### src/rtl/pwm_pkg.sv
// rtl/pwm_pkg.sv - shared types and helpers for the multi-channel PWM
package pwm_pkg;

  typedef enum logic {
    PWM_EDGE   = 1'b0,
    PWM_CENTER = 1'b1
  } pwm_mode_e;

  typedef enum logic {
    DIR_UP   = 1'b0,
    DIR_DOWN = 1'b1
  } pwm_dir_e;

  // Clamp a requested duty to the full-scale value 2^cnt_w (always-active).
  function automatic logic [31:0] sat_duty(input logic [31:0] val, input int cnt_w);
    logic [31:0] full;
    full = 32'd1 << cnt_w;
    return (val > full) ? full : val;
  endfunction

endpackage

### src/rtl/pwm_timebase.sv
// rtl/pwm_timebase.sv - shared edge/centre-aligned counter with divided clock and period tick
module pwm_timebase
  import pwm_pkg::*;
#(
  parameter int CNT_W = 4
) (
  input  logic             clk,
  input  logic             rst_n,
  input  logic             center_mode,
  output logic [CNT_W-1:0] cnt,
  output logic             boundary,
  output logic             clk_div,
  output logic             period_tick
);

  localparam logic [CNT_W-1:0] MAX = '1;
  localparam logic [CNT_W-1:0] ONE = CNT_W'(1);

  pwm_dir_e         dir;
  pwm_dir_e         dir_nxt;
  pwm_mode_e        mode_act;
  logic [CNT_W-1:0] cnt_nxt;
  logic             div_nxt;

  // Next-state: boundary detection, counter step/turnaround and divided-clock level.
  always_comb begin
    cnt_nxt = cnt + ONE;
    dir_nxt = dir;
    if (mode_act == PWM_CENTER) begin
      boundary = (dir == DIR_DOWN) && (cnt == ONE);
      // High for the whole up-slope except the apex: MAX of the 2*MAX cycles.
      div_nxt  = (dir == DIR_UP) && (cnt != MAX);
    end else begin
      boundary = (cnt == MAX);
      // cnt < 2^(CNT_W-1) is simply the counter MSB being clear.
      div_nxt  = !cnt[CNT_W-1];
    end
    if (boundary) begin
      cnt_nxt = '0;
      dir_nxt = DIR_UP;
    end else if (mode_act == PWM_CENTER) begin
      if (dir == DIR_DOWN) begin
        cnt_nxt = cnt - ONE;
      end else if (cnt == MAX) begin
        cnt_nxt = cnt - ONE;
        dir_nxt = DIR_DOWN;
      end
    end
  end

  // State register; the mode only switches at a boundary so no period is truncated.
  always_ff @(posedge clk or negedge rst_n) begin
    if (!rst_n) begin
      cnt         <= '0;
      dir         <= DIR_UP;
      mode_act    <= PWM_EDGE;
      clk_div     <= 1'b0;
      period_tick <= 1'b0;
    end else begin
      cnt         <= cnt_nxt;
      dir         <= dir_nxt;
      clk_div     <= div_nxt;
      period_tick <= boundary;
      if (boundary) begin
        mode_act <= pwm_mode_e'(center_mode);
      end
    end
  end

endmodule

### src/rtl/pwm_multi_channel.sv
// rtl/pwm_multi_channel.sv - NUM_CH PWM comparators with double-buffered duty on a shared timebase
module pwm_multi_channel
  import pwm_pkg::*;
#(
  parameter int CNT_W    = 4,
  parameter int NUM_CH   = 4,
  parameter int CH_IDX_W = (NUM_CH > 1) ? $clog2(NUM_CH) : 1
) (
  input  logic                clk_3125KHz,
  input  logic                rst_n,
  input  logic                duty_wr,
  input  logic [CH_IDX_W-1:0] duty_ch,
  input  logic [CNT_W:0]      duty_val,
  input  logic [NUM_CH-1:0]   ch_en,
  input  logic [NUM_CH-1:0]   ch_pol,
  input  logic                center_mode,
  output logic [NUM_CH-1:0]   pwm_out,
  output logic                clk_div,
  output logic                period_tick
);

  logic [CNT_W-1:0] cnt;
  logic             boundary;
  logic [CNT_W:0]   duty_sat;

  pwm_timebase #(.CNT_W(CNT_W)) u_timebase (
    .clk         (clk_3125KHz),
    .rst_n       (rst_n),
    .center_mode (center_mode),
    .cnt         (cnt),
    .boundary    (boundary),
    .clk_div     (clk_div),
    .period_tick (period_tick)
  );

  assign duty_sat = (CNT_W+1)'(sat_duty(32'(duty_val), CNT_W));

  for (genvar g = 0; g < NUM_CH; g++) begin : g_ch
    logic [CNT_W:0] shadow;
    logic [CNT_W:0] active;
    logic           wr_hit;
    logic           pwm_q;

    // Out-of-range channel indices never match any g, so they are dropped here.
    assign wr_hit = duty_wr && (32'(duty_ch) == g);

    // Shadow duty accepts writes at any time.
    always_ff @(posedge clk_3125KHz or negedge rst_n) begin
      if (!rst_n) begin
        shadow <= '0;
      end else if (wr_hit) begin
        shadow <= duty_sat;
      end
    end

    // Active duty reloads at the boundary; a same-cycle write bypasses the shadow.
    always_ff @(posedge clk_3125KHz or negedge rst_n) begin
      if (!rst_n) begin
        active <= '0;
      end else if (boundary) begin
        active <= wr_hit ? duty_sat : shadow;
      end
    end

    // Registered compare; disabled channels rest at their inactive (polarity) level.
    always_ff @(posedge clk_3125KHz or negedge rst_n) begin
      if (!rst_n) begin
        pwm_q <= 1'b0;
      end else if (ch_en[g]) begin
        pwm_q <= ({1'b0, cnt} < active) ^ ch_pol[g];
      end else begin
        pwm_q <= ch_pol[g];
      end
    end

    assign pwm_out[g] = pwm_q;
  end

endmodule

### config.mk
export PLATFORM = sky130hd
export DESIGN_NAME = pwm_multi_channel
export DESIGN_NICKNAME = d
export VERILOG_FILES = /design/src/rtl/pwm_pkg.sv /design/src/rtl/pwm_timebase.sv /design/src/rtl/pwm_multi_channel.sv
export SDC_FILE = /design/constraint.sdc
export NUM_CORES = 1
export LEC_CHECK = 0
export ABC_AREA = 1
export CAP_MARGIN = 10
export CELL_PAD_IN_SITES_DETAIL_PLACEMENT = 0
export CELL_PAD_IN_SITES_GLOBAL_PLACEMENT = 1
export CORE_ASPECT_RATIO = 0.75
export CORE_MARGIN = 2
export CORE_UTILIZATION = 45
export CTS_CLUSTER_SIZE = 25
export DETAILED_ROUTE_END_ITERATION = 16
export PLACE_DENSITY_LB_ADDON = 0.12
export SETUP_SLACK_MARGIN = 0.5
export SLEW_MARGIN = 20
export SYNTH_ARGS = -nofsm -noshare
export SYNTH_HDL_FRONTEND = slang
export SYNTH_HIERARCHICAL = 1
export SYNTH_SLANG_ARGS = --single-unit
export TNS_END_PERCENT = 30
### constraint.sdc
create_clock -name clk_3125KHz -period 3.1 [get_ports clk_3125KHz]
set_input_delay 0.62 -clock clk_3125KHz [delete_from_list [all_inputs] [get_ports clk_3125KHz]]
set_output_delay 0.62 -clock clk_3125KHz [all_outputs]
set_load 0.005 [all_outputs]
==> Word level (Yosys, flattened, before mapping) <==
Index checks and enable logic that the tools add are counted.
{ "totals": {"ff_bits": 52, "in_bits": 19, "output_inout_bits": 6, "elab_cells": 63} }
{ "op_classes": {"addsub": 2, "order_cmp": 5, "n_eq_ne": 6, "n_mux": 19, "bitwise": 5, "reduce_logical": 9} }
{ "op_table": {"columns": ["cell", "n"], "rows": [
  ["$mux 5", 5],
  ["$lt 4x5->1", 4],
  ["$mux 4", 4],
  ["$mux 1", 10],
  ["$logic_and 1x1->1", 6],
  ["$gt 5x5->1 const B", 1],
  ["$add 4x1->4 const B", 1],
  ["$eq 2x2->1 const B", 2],
  ["$eq 4x1->1 const B", 1],
  ["$eq 4x4->1 const B", 1],
  ["$ne 4x4->1 const B", 1],
  ["$sub 4x1->4 const B", 1],
  ["$xor 1x1->1", 4],
  ["$eq 2x1->1 const B", 1],
  ["$logic_not 2->1", 1],
  ["$reduce_bool 2->1", 1],
  ["$logic_not 1->1", 1],
  ["$not 1->1", 1]
]} }

==> Longest topological paths before layout <==
{ "logic_depth": {"ltp_word": 5, "ltp_mapped": 12, "depth_no_buf": 11} }

==> Modules after synthesis <==
Netlist, hierarchy kept.
{ "modules_own_cells": {"columns": ["mod", "n_inst", "cells_per_inst", "area_per_inst_um2", "seq_area_each_um2"], "rows": [
  ["pwm_multi_channel", 1, 267, 2192.1, 1101.1],
  ["pwm_timebase", 1, 62, 494.2, 200.2]
]} }

==> Worst setup path after synthesis <==
No wires, ideal clock.
{ "synth_timing": {"kind": "reg-to-reg", "from": "reg u_timebase.cnt[1]", "to": "reg g_ch[2].active[4]", "setup_ns": 0.136, "arrival_time_ns": 1.466, "required_time_ns": 2.964, "path_slack_ns": 1.499, "path_stages_with_launch": 12, "path_buffers": 1, "period_less_slack_ns": 1.601, "cell_sequence": "dfrtp_1 inv_1 ha_1 inv_1 nor2_1 nand2_1 nand2_1 nand2_2 inv_2 inv_1 clkbuf_1 o21ai_0"} }
{ "synth_via": {"elab_chain_cells": 3, "word_cells_on_any_way": 4, "cone_classes": "eq/ne: 2; mux: 1; reduce/logical: 1"} }
{ "synth_rtl": {"columns": ["element", "line_no", "source"], "rows": [
  ["from (decl)", "pwm_timebase.sv:10", "output logic [CNT_W-1:0] cnt,"],
  ["from (signal assigned)", "pwm_timebase.sv:60", "cnt <= cnt_nxt;"],
  ["$eq 4x1->1", "pwm_timebase.sv:30", "boundary = (dir == DIR_DOWN) && (cnt == ONE);"],
  ["$logic_and 1x1->1", "pwm_timebase.sv:30", null],
  ["$mux 1 *", "pwm_timebase.sv:29", "if (mode_act == PWM_CENTER) begin"],
  ["named net boundary", "pwm_multi_channel.sv:23", "logic boundary;"],
  ["to (signal assigned)", "pwm_multi_channel.sv:61", "active <= wr_hit ? duty_sat : shadow;"],
  ["to (decl)", "pwm_multi_channel.sv:40", "logic [CNT_W:0] active;"]
]} }
The timed path passes the listed nets; every way through them passes the cells marked *.
A chain may end at the register's enable or synchronous reset.

==> Worst setup path in the final report <==
Ends and elaborated chain as after synthesis.

==> out/qor.txt <==
Routability cong.: 0.769
Clk buf depth: 2
R2r startpoint: u_timebase/cnt[1]
Number of vias per cell: 4.56
Sink Count: 52
Antenna violations before repair: 0
Worst min-delay path class: in -> async
All-Layer GR Usage: 0.173
# IOs: 25
Slew Limit Fails: 0
Mapped cell area: 2690 sq um
F_max: 496 MHz
Synth Area in Compound Gates: 0.0629
Rel. slew slack: 0.558
Post-synthesis simple-gate area fraction: 0.283
Leakage Power: 1.66 nW
Post-Synth Adder-Cell Area: 0.0699
Post-Syn Instances: 329
Synth-to-layout area growth: 15.3%
Drt drc: 0
Clock root buffer: clkbuf_8
Worst Path Max Fanout: 20
Die height: 70.9 um
CP endpoint kind: register
Max Cap Viol: 0
Largest family of logic cells by synthesized area: simple AND/OR/NAND/NOR gates
Antenna Nets Post-Route: 0
Clock transition at path regs: 0.09 ns
# hold bufs at CTS: 0
Final instance area: 3100 sq um
Slew @ Worst Pin: 0.662 ns
Synthesis warning total: 6
Post-DP Area: 2970 sq um
I/O Buffers: 24
DRT Wirelength: 5.09 mm
Max VDD drop: 0.000326 V
Gr ovfl total: 0
Syn_nets: 363
Most common cell after layout, fill and taps aside: nand2_1
Cell variety after synth: 25
Setup tns final: 0 ns
PostCTS Resize Cnt: 0
TritonCTS buffer count: 5
Seq/Total Area, Yosys: 0.484
Unrepaired setup endpoints after global routing: no
Hpwl dp: 3.74 mm
CP required: 3.26 ns
Chip Width: 93.2 um
H-tree Lvls: 2
Layout cells sized above 1: 0.102
First-pass GRT wire length: 8.91 mm
Critical Path AT: 2.18 ns
Synth Register Bits: 52
R2R Setup Slk: 1.08 ns
CP Launch Type: register
DRT iter0 DRCs: 72
Final hold viol count: 0
Number of inserted diodes: 0
Final worst path period need: 2.02 ns
Core footprint: 5800 sq um
Clock Latency Late Sink: 0.30 ns
Mux cell area share after synthesis: 0
Vias: 1961
Outcome: finished, final reports clean
Vias in the first global route: 1970
Final Cycle Share: 0.651
Drt first pass iters: 4
Pin count of the biggest net entering global routing: 53
Mean Syn Cell Area: 8.17 sq um
WL/cell: 11.8 um
Die area: 6610 sq um
Rows: 24
Worst Skew: 0.00457 ns
Worst R2R Path Depth: 10
Endpoints failing setup: 0
CP Class: reg -> reg
Starting density of the core: 0.464
Final #Nets: 386
# Post-CTS Setup Buffers: 0
PD cells: 810 nW/um^2
FF/Latch Area: 1300 sq um
TritonCTS clock tree: built
Post-synthesis xor/xnor area fraction: 0.00326
Fill cells: 556
Most frequent cells in the layout: 128 x nand2_1, 52 x dfrtp_1, 50 x inv_1, 23 x clkdlybuf4s50_1, 15 x ha_1
Multi-input gate area: 1120 sq um
RR Endpoint: g_ch[2].active[4]
-- flip-flops by register name, indices dropped and copies added, names as in the netlist --
register                count
u_timebase/dir              1
g_ch.pwm_q                  4
u_timebase/period_tick      1
g_ch.active                20
u_timebase/mode_act         1
u_timebase/cnt              4
g_ch.shadow                20
u_timebase/clk_div          1
-- synth_stat cells --
cell      number  share of area
nand2_1      128           0.18
dfrtp_1       52           0.48
inv_1         50          0.070
ha_1          15          0.070
nand3_1       14          0.026
nor2_1        12          0.017
buf_4          7          0.020
nand2_2        7          0.016
o21ai_2        7          0.023
a21oi_1        6          0.011
o21ai_0        6          0.011
a21boi_0       4          0.011
nand2_4        3          0.013
nor2_4         3          0.013
clkbuf_1       2         0.0028
inv_2          2         0.0028
nor2_2         2         0.0047
o21ai_1        2         0.0037
and2_1         1         0.0023
buf_2          1         0.0019
nand3_2        1         0.0037
nand3_4        1         0.0065
nand4_1        1         0.0023
o21a_1         1         0.0028
xor2_1         1         0.0033
-- logic make-up after synthesis --
family	count (synthesis)
AOI/OAI and AO/OA	26
buffers and inverters	62
adders and majority gates	15
and+or+nand+nor	173
DFF	52
xor gates and xnor gates	1
-- where the power goes --
group,total [W],leakage (nW),switching [W],internal [W]
Clock,0.000538,0.0642,0.000220,0.000318
Sequential,0.00103,0.654,0.000162,0.000870
Combinational,0.000940,0.942,0.000528,0.000412
-- per-layer routing --
layer	track usage	vias up	part of all wire	wire length, um
li1	-	1038	-	-
met1	0.241	891	0.51	2610
met5	0	-	0	0
met4	0.0441	0	0.012	59
met2	0.276	27	0.44	2250
met3	0.0383	5	0.032	165
-- metrics by stage --
stage / setup slack [ns] / cells / hold slack [ns] / util / total power (W)
detailed placement: 1.05 / 423 / 0.455 / 0.512 / 0.00200
global placement: 1.08 / 423 / 0.457 / 0.512 / 0.00198
CTS: 1.06 / 430 / 0.452 / 0.535 / 0.00255
floorplan: 1.50 / 329 / 0.324 / - / 0.00174
finish: 1.08 / 430 / 0.429 / 0.535 / 0.00251
global route: 0.854 / 430 / 0.481 / 0.535 / 0.00277
-- worst max-delay path: stages (launching register included) --
cell and delay (ns):
dfrtp_1 0.55, inv_1 0.12, ha_1 0.20, inv_1 0.05
nor2_1 0.03, nand2_1 0.07, nand2_1 0.07, nand2_2 0.12
inv_2 0.04, inv_1 0.45, o21ai_0 0.18
-- area by class of cell --
class / count / share of cell area
timing repair buffer: 26 / 0.0808
sequential: 52 / 0.420
tap: 78 / 0.0315
multi-input combinational: 215 / 0.363
inverter: 52 / 0.0630
clock inverter: 2 / 0.0194
clock buffer: 5 / 0.0222
-- worst max-delay path by stage --
stage                                  from           endpoint  cells after the start  slack (ns)
after global placement    u_timebase/cnt[1]  g_ch[2].active[4]                     10        1.08
after detailed placement  u_timebase/cnt[1]  g_ch[3].active[4]                     10        1.05
after floorplan           u_timebase/cnt[1]  g_ch[2].active[4]                     11        1.50
after global routing      u_timebase/cnt[1]  g_ch[2].active[4]                     10        0.85
final                     u_timebase/cnt[1]  g_ch[2].active[4]                     10        1.08
after CTS                 u_timebase/cnt[1]  g_ch[3].active[4]                     10        1.06
Note: power is estimated with default switching activity, not from simulation.
